## config.mk

```make
export PLATFORM = sky130hd
export DESIGN_NAME = ps2_mouse_device_sm
export DESIGN_NICKNAME = d
export VERILOG_FILES = /design/src/rtl/ps2_mouse_device_sm.sv
export SDC_FILE = /design/constraint.sdc
export NUM_CORES = 1
export LEC_CHECK = 0
export ABC_AREA = 0
export BUFFER_PORTS_ARGS = -buffer_cell sky130_fd_sc_hd__buf_2
export CAP_MARGIN = 20
export CORE_MARGIN = 8
export CORE_UTILIZATION = 45
export CTS_CLUSTER_DIAMETER = 80
export DETAILED_ROUTE_END_ITERATION = 10
export GPL_ROUTABILITY_DRIVEN = 0
export PLACE_DENSITY_LB_ADDON = 0.3
export SKIP_CTS_REPAIR_TIMING = 1
export SLEW_MARGIN = 10
export SYNTH_ARGS = -nofsm -noshare
export SYNTH_HDL_FRONTEND = slang
export SYNTH_SLANG_ARGS = --single-unit
```

## constraint.sdc

```tcl
create_clock -name CLK -period 3.8 [get_ports CLK]
set_input_delay 0.38 -clock CLK [delete_from_list [all_inputs] [get_ports CLK]]
set_output_delay 0.38 -clock CLK [all_outputs]
set_load 0.02 [all_outputs]
```

## src/rtl/ps2_mouse_device_sm.sv

```systemverilog
// PS/2 mouse device-side state machine: command responses, BAT sequence and 3-byte movement packets.
// Define MOUSE_DEV_ECHO_EN to make command EE echo EE instead of being rejected with FE.
module ps2_mouse_device_sm #(
  parameter int         RESP_DELAY = 2000,
  parameter int         BAT_DELAY  = 500000,
  parameter logic [7:0] ACK_BYTE   = 8'hFA
) (
  input  logic       CLK,
  input  logic       RESET,
  input  logic [7:0] BYTE_IN,
  input  logic       BYTE_IN_VALID,
  input  logic [1:0] BYTE_IN_ERROR,
  output logic       SEND_BYTE,
  output logic [7:0] BYTE_TO_SEND,
  input  logic       BYTE_SENT,
  input  logic       MOVE_VALID,
  input  logic [8:0] MOVE_DX,
  input  logic [8:0] MOVE_DY,
  input  logic [2:0] BUTTONS,
  output logic       REPORTING,
  output logic [3:0] CURR_STATE
);

  localparam int CNT_MAX = (BAT_DELAY > RESP_DELAY) ? BAT_DELAY : RESP_DELAY;
  localparam int CNT_W   = $clog2(CNT_MAX + 1);

  typedef enum logic [3:0] {
    IDLE      = 4'h0,
    RESP_WAIT = 4'h1,
    SEND_RESP = 4'h2,
    WAIT_RESP = 4'h3,
    BAT_WAIT  = 4'h4,
    SEND_AA   = 4'h5,
    WAIT_AA   = 4'h6,
    SEND_ID   = 4'h7,
    WAIT_ID   = 4'h8,
    STREAM    = 4'h9,
    SEND_B0   = 4'hA,
    SEND_B1   = 4'hB,
    SEND_B2   = 4'hC
  } state_t;

  typedef enum logic [1:0] {
    ACT_RESET,
    ACT_ENABLE,
    ACT_DISABLE,
    ACT_RESTORE
  } act_t;

  state_t           state_reg, state_next;
  logic [CNT_W-1:0] cnt_reg, cnt_next;
  logic             send_reg, send_next;
  logic [7:0]       tx_byte_reg, tx_byte_next;
  logic             reporting_reg, reporting_next;
  logic             pend_reg;
  logic [7:0]       pend_byte_reg;
  logic [1:0]       pend_err_reg;
  logic [7:0]       resp_byte_reg, resp_byte_next;
  act_t             act_reg, act_next;
  logic [7:0]       pkt_b1_reg, pkt_b1_next;
  logic [7:0]       pkt_b2_reg, pkt_b2_next;
  logic [2:0]       last_btn_reg, last_btn_next;
  logic             moved_reg, moved_next;

  logic             go_resp, pend_clr, snap, acc_clr;
  logic [7:0]       dec_byte;
  act_t             dec_act;
  logic [7:0]       b0_byte;

  // Per-axis saturating accumulators (0 = X, 1 = Y)
  genvar gi;
  generate
    for (gi = 0; gi < 2; gi++) begin : g_axis
      logic signed [9:0]  acc_reg, acc_next;
      logic               ovf_reg, ovf_next;
      logic signed [10:0] sum;
      logic [8:0]         delta;

      assign delta = (gi == 0) ? MOVE_DX : MOVE_DY;

      always_comb begin
        sum      = '0;
        acc_next = acc_reg;
        ovf_next = ovf_reg;
        if (!reporting_reg) begin
          acc_next = '0;
          ovf_next = 1'b0;
        end else begin
          if (snap || acc_clr) begin
            acc_next = '0;
            ovf_next = 1'b0;
          end
          if (MOVE_VALID) begin
            sum = {acc_next[9], acc_next} + {{2{delta[8]}}, delta};
            if (sum > 11'sd255) begin
              acc_next = 10'sd255;
              ovf_next = 1'b1;
            end else if (sum < -11'sd256) begin
              acc_next = -10'sd256;
              ovf_next = 1'b1;
            end else begin
              acc_next = sum[9:0];
            end
          end
        end
      end

      always_ff @(posedge CLK) begin
        if (RESET) begin
          acc_reg <= '0;
          ovf_reg <= 1'b0;
        end else begin
          acc_reg <= acc_next;
          ovf_reg <= ovf_next;
        end
      end
    end
  endgenerate

  assign b0_byte = {g_axis[1].ovf_reg, g_axis[0].ovf_reg, g_axis[1].acc_reg[8],
                    g_axis[0].acc_reg[8], 1'b1, BUTTONS};

  always_comb begin
    dec_byte = 8'hFE;
    dec_act  = ACT_RESTORE;
    if (pend_err_reg == 2'b00) begin
      case (pend_byte_reg)
        8'hFF: begin dec_byte = ACK_BYTE; dec_act = ACT_RESET;   end
        8'hF4: begin dec_byte = ACK_BYTE; dec_act = ACT_ENABLE;  end
        8'hF5: begin dec_byte = ACK_BYTE; dec_act = ACT_DISABLE; end
`ifdef MOUSE_DEV_ECHO_EN
        8'hEE: begin dec_byte = 8'hEE;    dec_act = ACT_RESTORE; end
`endif
        default: ;
      endcase
    end
  end

  always_comb begin
    state_next     = state_reg;
    cnt_next       = cnt_reg;
    send_next      = 1'b0;
    tx_byte_next   = tx_byte_reg;
    reporting_next = reporting_reg;
    resp_byte_next = resp_byte_reg;
    act_next       = act_reg;
    pkt_b1_next    = pkt_b1_reg;
    pkt_b2_next    = pkt_b2_reg;
    last_btn_next  = last_btn_reg;
    go_resp        = 1'b0;
    pend_clr       = 1'b0;
    snap           = 1'b0;
    acc_clr        = 1'b0;

    case (state_reg)
      IDLE: if (pend_reg) go_resp = 1'b1;
      RESP_WAIT: begin
        if (cnt_reg == CNT_W'(RESP_DELAY - 1)) begin
          state_next   = SEND_RESP;
          send_next    = 1'b1;
          tx_byte_next = resp_byte_reg;
        end else begin
          cnt_next = cnt_reg + CNT_W'(1);
        end
      end
      SEND_RESP: state_next = WAIT_RESP;
      WAIT_RESP: begin
        if (BYTE_SENT) begin
          if (pend_reg) go_resp = 1'b1;
          else begin
            case (act_reg)
              ACT_RESET: begin
                state_next     = BAT_WAIT;
                cnt_next       = '0;
                reporting_next = 1'b0;
              end
              ACT_ENABLE: begin
                state_next     = STREAM;
                reporting_next = 1'b1;
                acc_clr        = 1'b1;
              end
              ACT_DISABLE: begin
                state_next     = IDLE;
                reporting_next = 1'b0;
                acc_clr        = 1'b1;
              end
              default: state_next = reporting_reg ? STREAM : IDLE;
            endcase
          end
        end
      end
      BAT_WAIT: begin
        if (pend_reg) go_resp = 1'b1;
        else if (cnt_reg == CNT_W'(BAT_DELAY - 1)) begin
          state_next   = SEND_AA;
          send_next    = 1'b1;
          tx_byte_next = 8'hAA;
        end else begin
          cnt_next = cnt_reg + CNT_W'(1);
        end
      end
      SEND_AA: state_next = WAIT_AA;
      WAIT_AA: begin
        if (BYTE_SENT) begin
          if (pend_reg) go_resp = 1'b1;
          else begin
            state_next   = SEND_ID;
            send_next    = 1'b1;
            tx_byte_next = 8'h00;
          end
        end
      end
      SEND_ID: state_next = WAIT_ID;
      WAIT_ID: begin
        if (BYTE_SENT) begin
          if (pend_reg) go_resp = 1'b1;
          else state_next = IDLE;
        end
      end
      STREAM: begin
        if (pend_reg) go_resp = 1'b1;
        else if (moved_reg || (BUTTONS != last_btn_reg)) begin
          snap          = 1'b1;
          state_next    = SEND_B0;
          send_next     = 1'b1;
          tx_byte_next  = b0_byte;
          pkt_b1_next   = g_axis[0].acc_reg[7:0];
          pkt_b2_next   = g_axis[1].acc_reg[7:0];
          last_btn_next = BUTTONS;
        end
      end
      // A strobe coinciding with our own request cannot belong to this byte
      SEND_B0, SEND_B1: begin
        if (BYTE_SENT && !send_reg) begin
          if (pend_reg) go_resp = 1'b1;
          else begin
            state_next   = (state_reg == SEND_B0) ? SEND_B1 : SEND_B2;
            send_next    = 1'b1;
            tx_byte_next = (state_reg == SEND_B0) ? pkt_b1_reg : pkt_b2_reg;
          end
        end
      end
      SEND_B2: begin
        if (BYTE_SENT && !send_reg) begin
          if (pend_reg) go_resp = 1'b1;
          else state_next = STREAM;
        end
      end
      default: begin
        state_next = BAT_WAIT;
        cnt_next   = '0;
      end
    endcase

    if (go_resp) begin
      state_next     = RESP_WAIT;
      cnt_next       = '0;
      pend_clr       = 1'b1;
      resp_byte_next = dec_byte;
      act_next       = dec_act;
    end
  end

  always_comb begin
    moved_next = moved_reg;
    if (!reporting_reg) moved_next = 1'b0;
    else if (MOVE_VALID) moved_next = 1'b1;
    else if (snap || acc_clr) moved_next = 1'b0;
  end

  always_ff @(posedge CLK) begin
    if (RESET) begin
      state_reg     <= BAT_WAIT;
      cnt_reg       <= '0;
      send_reg      <= 1'b0;
      tx_byte_reg   <= 8'h00;
      reporting_reg <= 1'b0;
      pend_reg      <= 1'b0;
      pend_byte_reg <= 8'h00;
      pend_err_reg  <= 2'b00;
      resp_byte_reg <= 8'h00;
      act_reg       <= ACT_RESTORE;
      pkt_b1_reg    <= 8'h00;
      pkt_b2_reg    <= 8'h00;
      last_btn_reg  <= 3'b000;
      moved_reg     <= 1'b0;
    end else begin
      state_reg     <= state_next;
      cnt_reg       <= cnt_next;
      send_reg      <= send_next;
      tx_byte_reg   <= tx_byte_next;
      reporting_reg <= reporting_next;
      resp_byte_reg <= resp_byte_next;
      act_reg       <= act_next;
      pkt_b1_reg    <= pkt_b1_next;
      pkt_b2_reg    <= pkt_b2_next;
      last_btn_reg  <= last_btn_next;
      moved_reg     <= moved_next;
      // A new host byte always wins over clearing the one being serviced
      if (BYTE_IN_VALID) begin
        pend_reg      <= 1'b1;
        pend_byte_reg <= BYTE_IN;
        pend_err_reg  <= BYTE_IN_ERROR;
      end else if (pend_clr) begin
        pend_reg <= 1'b0;
      end
    end
  end

  assign SEND_BYTE    = send_reg;
  assign BYTE_TO_SEND = tx_byte_reg;
  assign REPORTING    = reporting_reg;
  assign CURR_STATE   = state_reg;

endmodule

```

# Word level (Yosys, flattened, before mapping)
# Cells that the tools add are included.
dict set report classes {
  add_sub_neg 3
  magnitude_cmp 4
  n_eq_ne 54
  muxes 84
  n_bitwise 4
  n_reduce_logical 27
}
# cell n
set op_table {}
lappend op_table {{2-to-1 mux 19 bit} 6}
lappend op_table {{2-to-1 mux 10 bit} 10}
lappend op_table {{2-to-1 mux 8 bit} 10}
lappend op_table {{one-hot mux 19 bit (4 select lines)} 1}
lappend op_table {{2-to-1 mux 4 bit} 16}
lappend op_table {{one-hot mux 4 bit (12 select lines)} 1}
lappend op_table {{!= test 3 bit, second input constant} 15}
lappend op_table {{one-hot mux 8 bit (5 select lines)} 1}
lappend op_table {{!= test 2 bit, second input constant} 19}
lappend op_table {{AND reduction 16 bit} 2}
lappend op_table {{2-to-1 mux 1 bit} 29}
lappend op_table {{== test 8 bit, second input constant} 3}
lappend op_table {{adder 10 x 9 -> 11 bit} 2}
lappend op_table {{> comparator 11 x 9 -> 1 bit, second input constant} 2}
lappend op_table {{less-than comparator 11 x 9 -> 1 bit, second input constant} 2}
lappend op_table {{== test 4 bit, second input constant} 5}
lappend op_table {{adder 19 x 1 -> 19 bit, second input constant} 1}
lappend op_table {{== test 19 x 11 -> 1 bit, second input constant} 1}
lappend op_table {{== test 19 bit, second input constant} 1}
lappend op_table {{== test 4 x 3 -> 1 bit, second input constant} 4}
lappend op_table {{2-to-1 mux 3 bit} 4}
lappend op_table {{one-hot mux 4 bit (3 select lines)} 1}
lappend op_table {{OR reduction 3 bit} 4}
lappend op_table {{AND reduction 10 bit} 1}
lappend op_table {{23 further kinds} 35}
dict set report totals {
  ff_bits 96
  in_bits 36
  output_inout_bits 14
  elab_cells 195
}

# Logic depth before layout (Yosys ltp)
# Gate-level depths: netlist (run 1).
dict set report depth {
  ltp_word 14
  depth_mapped 15
  ltp_nobuf 14
}

# Least setup slack after synthesis (run 1)
# No wires, ideal clock.
dict set report synth_path {
  path_type {register -> register}
  start {register state_reg[2] (netlist: CURR_STATE[2])}
  end {register g_axis[0].acc_reg[0]}
  setup_time_ns 0.140
  arrival_time_ns 3.454
  required_ns 3.660
  setup_slack_ns 0.206
  path_stages_with_launch 14
  cell_sequence {dfxtp_1 buf_2 nand2b_1 or3_1 o32a_1 clkbuf_1 and2_1 ha_1 a211o_1 or2_1 o21ai_0 a21oi_1 o221ai_1 o22ai_1}
}
dict set report synth_between {
  elab_chain_len 10
  elab_cells_between_ends 13
}
# element line_no
set synth_lines {}
lappend synth_lines {{from (decl)} 50} ;# state_t state_reg, state_next;
lappend synth_lines {{from (signal assigned)} 288} ;# state_reg <= state_next;
lappend synth_lines {{== test 4 bit / == test 4 x 2 -> 1 bit (equally long branches)} 155} ;# case (state_reg)
lappend synth_lines {{2-to-1 mux 1 bit} 155}
lappend synth_lines {{logical OR 1 bit (*)} 89} ;# if (snap || acc_clr) begin
lappend synth_lines {{2-to-1 mux 10 bit (*)} 89}
lappend synth_lines {{2-to-1 mux 10 bit (*)} 85} ;# if (!reporting_reg) begin
lappend synth_lines {{adder 10 x 9 -> 11 bit} 94} ;# sum = {acc_next[9], acc_next} + {{2{delta[8]}}, delta};
lappend synth_lines {{less-than comparator 11 x 9 -> 1 bit} 98} ;# end else if (sum < -11'sd256) begin
lappend synth_lines {{2-to-1 mux 10 bit} 98}
lappend synth_lines {{2-to-1 mux 10 bit} 95} ;# if (sum > 11'sd255) begin
lappend synth_lines {{2-to-1 mux 10 bit (*)} 93} ;# if (MOVE_VALID) begin
lappend synth_lines {{to (signal assigned)} 113} ;# acc_reg <= acc_next;
lappend synth_lines {{to (decl)} 74} ;# logic signed [9:0] acc_reg, acc_next;
# Every way passes the cells marked *; elsewhere a longest branch is shown, timed or not. The select of a mux whose other input is x is not followed.
# A chain may end at the register's enable or synchronous reset.

# Worst setup path after layout (run 1)
dict set report layout_path {
  start {register last_btn_reg[1]}
  end {register g_axis[1].acc_reg[1]}
}
dict set report layout_between {
  elab_chain_len 13
  elab_cells_between_ends 14
}
# element line_no
set layout_lines {}
lappend layout_lines {{from (decl)} 62} ;# logic [2:0] last_btn_reg, last_btn_next;
lappend layout_lines {{from (signal assigned)} 297} ;# last_btn_reg <= last_btn_next;
lappend layout_lines {{!= test 3 bit (*)} 222} ;# else if (moved_reg || (BUTTONS != last_btn_reg)) begin
lappend layout_lines {{logical OR 1 bit (*)} 222}
lappend layout_lines {{2-to-1 mux 1 bit (*)} 222}
lappend layout_lines {{2-to-1 mux 1 bit (*)} 221} ;# if (pend_reg) go_resp = 1'b1;
lappend layout_lines {{2-to-1 mux 1 bit (*)} 155}
lappend layout_lines {{logical OR 1 bit (*)} 89}
lappend layout_lines {{2-to-1 mux 10 bit (*)} 89}
lappend layout_lines {{2-to-1 mux 10 bit (*)} 85}
lappend layout_lines {{adder 10 x 9 -> 11 bit} 94}
lappend layout_lines {{less-than comparator 11 x 9 -> 1 bit} 98}
lappend layout_lines {{2-to-1 mux 10 bit} 98}
lappend layout_lines {{2-to-1 mux 10 bit} 95}
lappend layout_lines {{2-to-1 mux 10 bit (*)} 93}
lappend layout_lines {{to (signal assigned)} 113}
lappend layout_lines {{to (decl)} 74}
# Marked as above.

==> flow_metrics.py, run 1 <==
metrics = {
    "power_and_ir_drop": {
        "peakVddDrop_mv": 0.2372,
        "internal-power_w": 0.001715,
        "power_switching_w": 0.0009310,
        "total_power_w": 0.002646,
        "power_density_nw_per_um2": 396.3,
        "switching_share": 0.3519,
        "combPwrFrac": 0.290,
        "p_seq_frac": 0.382,
        "p_leak_nw": 2.614,
        "clkPwrFrac": 0.328,
    },
    "global_route": {
        "grt_pass1_vias": 5363,
        "antenna_found_initial": 0,
        "grt_start_max_net_pins": 38,
        "grt_pass1_wl_um": 25190,
        "grt_remaining_overflow": 0,
        "grt_usage": 0.1843,
    },
    "synthesis": {
        "synthTopCellsByArea": "dfxtp_1 (31%), ha_1 (5.7%), a21oi_1 (5.1%)",
        "synthXorXnorAreaFrac": 0.03945,
        "synth-async-reset-ratio": 0,
        "synth_top_area_frac": 0.3139,
        "synth_area_per_cell_um2": 8.085,
        "seq_area_frac_synth": 0.3139,
        "netlist_instances": 710,
        "synth_cell_types": 73,
        "synth_top_family_by_area": "compound AO/OA/AOI/OAI gates",
        "yosys_warnings": 0,
        "synth_edf_count": 0,
        "synth_compound_area_frac": 0.2696,
        "yosys.area_share.simple": 0.2262,
        "synthAdderAreaFrac": 0.06364,
        "syn_area_um2": 5741,
        "yosys.area.top_type": "dfxtp_1",
        "synth_seq_cells": 90,
        "syn_nets": 774,
        "synthMuxAreaShare": 0.03989,
        "dominantRegCellSynth": "dfxtp_1",
    },
    "critical_path": {
        "worst-endpoint-required_ns": 4.02,
        "cp_max_fo": 7,
        "end_kind": "register",
        "crit_type": "register to register",
        "reg2reg_slack_ns": 0.15,
        "start_kind": "register",
        "crit_slowest_cell": "a2111oi_1",
        "max_stage_delay_ns": 0.41,
        "cp.arrival_ns": 3.87,
        "crit_chain": "xor2_1, nor4_4, o32a_1, and2_1, ha_1, inv_1, fa_1, nor2b_1, o31a_1, o21ai_1, a211oi_2, a2111oi_4, buf_4, a2111oi_1",
    },
    "layout": {
        "syn_to_final_growth_pct": 16.30,
        "diodes": 0,
        "largest_reg_flops": 20,
        "fin_util": 0.5334,
        "n_fill_cell": 1184,
        "fin_area_um2": 6676,
        "drive_gt1_frac": 0.1732,
        "nets": 827,
    },
    "routing": {
        "wl_per_cell_um": 16.42,
        "routed_wl_um": 15430,
        "drt_pre_antenna_iters": 5,
        "dr.first_iter.drc_count": 372,
        "drc": 0,
        "vias_per_cell": 5.955,
        "ant_nets": 0,
        "via_count": 5598,
    },
    "die": {
        "num_rows": 41,
        "core_um2": 12520,
        "initial_core_util": 0.4586,
        "die_area_um2": 16630,
        "die-height_um": 128.9,
        "die_width_um": 128.9,
        "num_io_pins": 50,
    },
    "sta": {
        "setup_viol": 0,
        "drv_slew": 0,
        "hold_viol": 0,
        "max_freq_mhz": 274.3,
        "maxSlewHeadroom": 0.3518,
        "rsz0062_at_grt": "false",
        "min_period_ns": 3.646,
        "post-route-period-util": 0.9594,
        "setup_tns_ns": 0,
        "fin_skew_ns": 0.01353,
        "timing.hold.ws_ns": 0.2621,
        "max_slew.worst_pin.slew_ns": 0.9634,
    },
    "worst_hold_path": {
        "hp-class": "primary input to register",
    },
    "cts": {
        "cts.root.buffer_cell": "clkbuf_16",
        "cts_buffers": 9,
        "ctsHtreeMaxLevel": 3,
        "clk_pin_slew_ns": 0.07,
        "clock_latency_ns": 0.35,
        "cts_buffer_depth": 2,
        "cts.sinks": 90,
        "cts_tree": "done",
    },
    "placement": {
        "place_area_um2": 6252,
        "dp.final_hpwl_um": 11360,
        "portBuffers": 49,
    },
    "flow_run": {
        "maxCapViolations": 0,
    },
    "run_status": {
        "status": "completed",
    },
}
==> cell usage in the layout (no fill, tap or decap), types with 11 or more instances in the layout <==
master / Yosys / final
a21oi_1: 58 / 57
and2_1: 24 / 24
buf_2: 10 / 49
buf_4: 2 / 30
dfxtp_1: 90 / 89
ha_1: 26 / 26
inv_1: 27 / 27
mux2i_1: 15 / 15
nand2_1: 61 / 60
nand3_1: 23 / 22
nor2_1: 55 / 54
nor2b_1: 11 / 11
o21ai_0: 46 / 45
o22ai_1: 13 / 12
o31ai_1: 12 / 12
xnor2_1: 18 / 17
==> path summary, 6_finish.rpt <==
check | from | to | depth (start not counted)
setup / recovery | last_btn_reg[1] | g_axis[1].acc_reg[1] | 14
hold reg to reg | g_axis[0].acc_reg[0] | pkt_b1_reg[0] | 2
hold / removal | BYTE_IN[3] | pend_byte_reg[3] | 3
setup reg to reg | last_btn_reg[1] | g_axis[1].acc_reg[1] | 14
==> power by group through the flow <==
| stage | clock [W] | combinational, W | sequential [W] |
|---|---|---|---|
| after floorplan | 0 | 0.000537 | 0.00105 |
| after CTS | 0.000890 | 0.000742 | 0.00101 |
| after global placement | 0 | 0.000727 | 0.00103 |
| after detailed placement | 0 | 0.000739 | 0.00103 |
| after global routing | 0.000931 | 0.000837 | 0.00102 |
| final | 0.000868 | 0.000766 | 0.00101 |
==> layer usage <==
metal / track usage / part of all wire / vias to the layer above
met5: 0 / 0 / -
met4: 0.07118 / 0.020 / 0
met3: 0.04013 / 0.059 / 30
met2: 0.3131 / 0.49 / 165
met1: 0.2223 / 0.43 / 2648
li1: - / - / 2755
==> per-stage QoR <==
stage | worst slack, ns | cells
after floorplan | 0.2064 | 710
after global placement | 0.06721 | 920
after detailed placement | -0.08003 | 920
after CTS | -0.03901 | 936
after global routing | 0.02850 | 940
final | 0.1543 | 940
==> critical path, delay by kind of cell (launching register included) <==
| family | cells | cell delay [ns] |
|---|---|---|
| DFF | 1 | 0.32 |
| xor gates and xnor gates | 1 | 0.18 |
| buffers and inverters | 2 | 0.26 |
| and+or+nand+nor | 3 | 0.66 |
| AOI/OAI and AO/OA | 6 | 1.51 |
| adders and majority gates | 2 | 0.60 |
==> synthesized netlist by cell type (all sizes together), types with 6 or more instances <==
library cell	number
a2111oi	8
a211oi	7
a21o	6
a21oi	58
a22oi	7
and2	24
and3	10
buf	15
clkbuf	23
dfxtp	90
ha	26
inv	27
mux2	7
mux2i	15
nand2	61
nand3	23
nand4	9
nor2	55
nor2b	12
nor3	11
nor4	13
o211ai	11
o21a	8
o21ai	50
o221ai	8
o22ai	13
o311a	7
o31ai	12
or3	6
or4	7
xnor2	19
xor2	6
==> logic make-up (layout without fill, tap and decap cells) <==
logic type,count (synthesis),count (layout)
simple gates,251,251
mux,22,22
fa+ha+maj,28,28
xor+xnor,25,25
buf+inv,65,123
flops,90,90
compound gates,229,229
==> layout make-up <==
class / count / area [um^2] / area share
Inverter: 27 / 101.3 / 0.01518
Multi-Input combinational cell: 555 / 3770 / 0.5647
Timing Repair Buffer: 80 / 490.5 / 0.07346
Clock inverter: 7 / 71.32 / 0.01068
Sequential cell: 90 / 1803 / 0.2701
Clock buffer: 9 / 225.2 / 0.03373
Tap cell: 172 / 215.2 / 0.03223
No activity file was read; power rests on OpenSTA's default activity.
==> run 2: changes to the inputs <==
- GPL_TIMING_DRIVEN: not set -> 0
==> run 2 against run 1 <==
- maximum frequency down 3.7%
- clock-buffer cell count up 1
- first-iteration DRC count up 10%
- worst setup slack worse by 0.14 ns
- clock power up 12%
- sequential power about the same
==> flow_metrics.py, run 2 (same netlist as run 1, synthesis figures left out) <==
metrics = {
    "sta": {
        "hold_viol": 0,
        "drv_slew": 0,
        "maxSlewHeadroom": 0.2543,
        "post-route-period-util": 0.9963,
        "setup_viol": 0,
        "rsz0062_at_grt": "true",
        "min_period_ns": 3.786,
        "max_slew.worst_pin.slew_ns": 1.108,
        "fin_skew_ns": 0.007766,
        "max_freq_mhz": 264.1,
    },
    "critical_path": {
        "max_stage_delay_ns": 0.40,
        "crit_type": "register to register",
        "start_kind": "register",
        "worst-r2r-cell-count": 17,
        "critPathBufInv": 5,
        "end_kind": "register",
        "crit_slowest_cell": "fa_2",
        "r2r-end": "g_axis[1].acc_reg[7]",
        "endpoint": "g_axis[1].acc_reg[7]",
        "crit_start": "last_btn_reg[1]",
        "cp.arrival_ns": 4.03,
        "reg2reg_slack_ns": 0.01,
        "critical_path_depth": 17,
        "r2r-start": "last_btn_reg[1]",
        "crit_chain": "xor2_2, nor4_4, buf_6, o32a_1, buf_6, and2_4, ha_4, inv_2, fa_2, nor2b_2, o31a_1, o22ai_2, xnor2_2, buf_6, a2111oi_4, buf_6, a2111oi_4",
        "path_common_cell": "buf_6",
        "cp_max_fo": 7,
        "worst-endpoint-required_ns": 4.05,
        "critPathTopFamily": "compound AO/OA/AOI/OAI gates",
    },
    "global_route": {
        "antenna_found_initial": 0,
        "grt_usage": 0.1948,
        "grt_remaining_overflow": 0,
        "grt_start_max_net_pins": 16,
        "grt_pass1_vias": 5458,
        "grt_pass1_wl_um": 26410,
    },
    "routing": {
        "drt_pre_antenna_iters": 5,
        "drc": 0,
        "ant_nets": 0,
        "wl_per_cell_um": 17.05,
        "dr.first_iter.drc_count": 410,
        "via_count": 5772,
        "vias_per_cell": 5.988,
        "routed_wl_um": 16430,
    },
    "layout": {
        "regArea_um2": 1810,
        "final_cell_mix": "dfxtp_1 (85), nand2_1 (60), buf_2 (58)",
        "n_fill_cell": 1161,
        "drive_gt1_frac": 0.2071,
        "syn_to_final_growth_pct": 22.21,
        "layout_commonest_cell": "dfxtp_1",
        "nets": 851,
        "instances_no_fill": 964,
        "diodes": 0,
        "multi_input_area_um2": 3973,
        "largest_reg_flops": 20,
        "fin_util": 0.5605,
    },
    "run_status": {
        "status": "completed",
    },
    "placement": {
        "dp.final_hpwl_um": 12220,
        "portBuffers": 48,
        "dp.cells": 930,
    },
    "cts": {
        "clk_pin_slew_ns": 0.06,
        "cts_buffers": 9,
        "clock_latency_ns": 0.35,
        "cts_tree": "done",
        "ctsHtreeMaxLevel": 3,
        "cts.root.buffer_cell": "clkbuf_16",
        "cts_buffer_depth": 2,
        "cts.sinks": 90,
    },
    "die": {
        "die_area_um2": 16630,
        "core_um2": 12520,
        "initial_core_util": 0.4586,
        "die-height_um": 128.9,
        "num_rows": 41,
        "die_width_um": 128.9,
        "num_io_pins": 50,
    },
    "power_and_ir_drop": {
        "peakVddDrop_mv": 0.2403,
        "p_leak_nw": 2.697,
        "total_power_w": 0.002819,
        "power_density_nw_per_um2": 401.9,
    },
    "worst_hold_path": {
        "hp-class": "primary input to register",
    },
    "flow_run": {
        "maxCapViolations": 0,
    },
}
run 2: tightest hold or removal path, stage by stage:
cell and delay (ns):
buf_2 0.08, mux2i_1 0.06, nor2_1 0.07
run 2: worst min-delay path by stage:
| stage | start | end | slack, ns | cells past startpoint |
|---|---|---|---|---|
| 3_3_place_gp | g_axis[0].acc_reg[5] | pkt_b1_reg[5] | 0.44 | 2 |
| 5_1_grt | BYTE_IN[0] | pend_byte_reg[0] | 0.28 | 3 |
| 3_5_place_dp | g_axis[0].acc_reg[7] | pkt_b1_reg[7] | 0.44 | 2 |
| 2_1_floorplan | resp_byte_reg[6] | resp_byte_reg[6] | 0.43 | 2 |
| 4_1_cts | BYTE_IN[0] | pend_byte_reg[0] | 0.26 | 3 |
| 6_report | BYTE_IN[0] | pend_byte_reg[0] | 0.27 | 3 |
run 2: area by class of cell:
type,instances,area share
multi-input cells,555,0.5663
clock inverters,6,0.01266
well taps,172,0.03068
plain buffers,38,0.02711
clock buffers,10,0.03406
repair buffers,66,0.05671
flip-flops and latches,90,0.2581
inverters,27,0.01445
run 2: per-stage QoR:
| stage | area (um^2) | TNS, ns | hold slack (ns) | worst slack, ns |
|---|---|---|---|---|
| after floorplan | 5741 | 0 | 0.4260 | 0.2064 |
| after global placement | 6196 | -8.663 | 0.4409 | -0.5563 |
| after detailed placement | 6196 | -11.33 | 0.4417 | -0.7135 |
| after CTS | 6524 | -7.711 | 0.2639 | -0.5326 |
| after global routing | 7015 | -1.023 | 0.2776 | -0.1457 |
| final | 7015 | 0 | 0.2737 | 0.01396 |
run 2: power by group:
group          switching [W]  internal (W)  total (W)
Clock               0.000379      0.000595   0.000974
Sequential         0.0000378      0.000986    0.00102
Combinational       0.000519      0.000302   0.000821
Total               0.000936       0.00188    0.00282
run 2: layer usage:
layer  track usage  routed length (um)  vias to the layer above
met5             0                   0                        -
met4       0.07809                 377                        0
met3       0.03020                 822                       39
met2        0.3344                8093                      210
met1        0.2386                7139                     2708
li1              -                   -                     2815
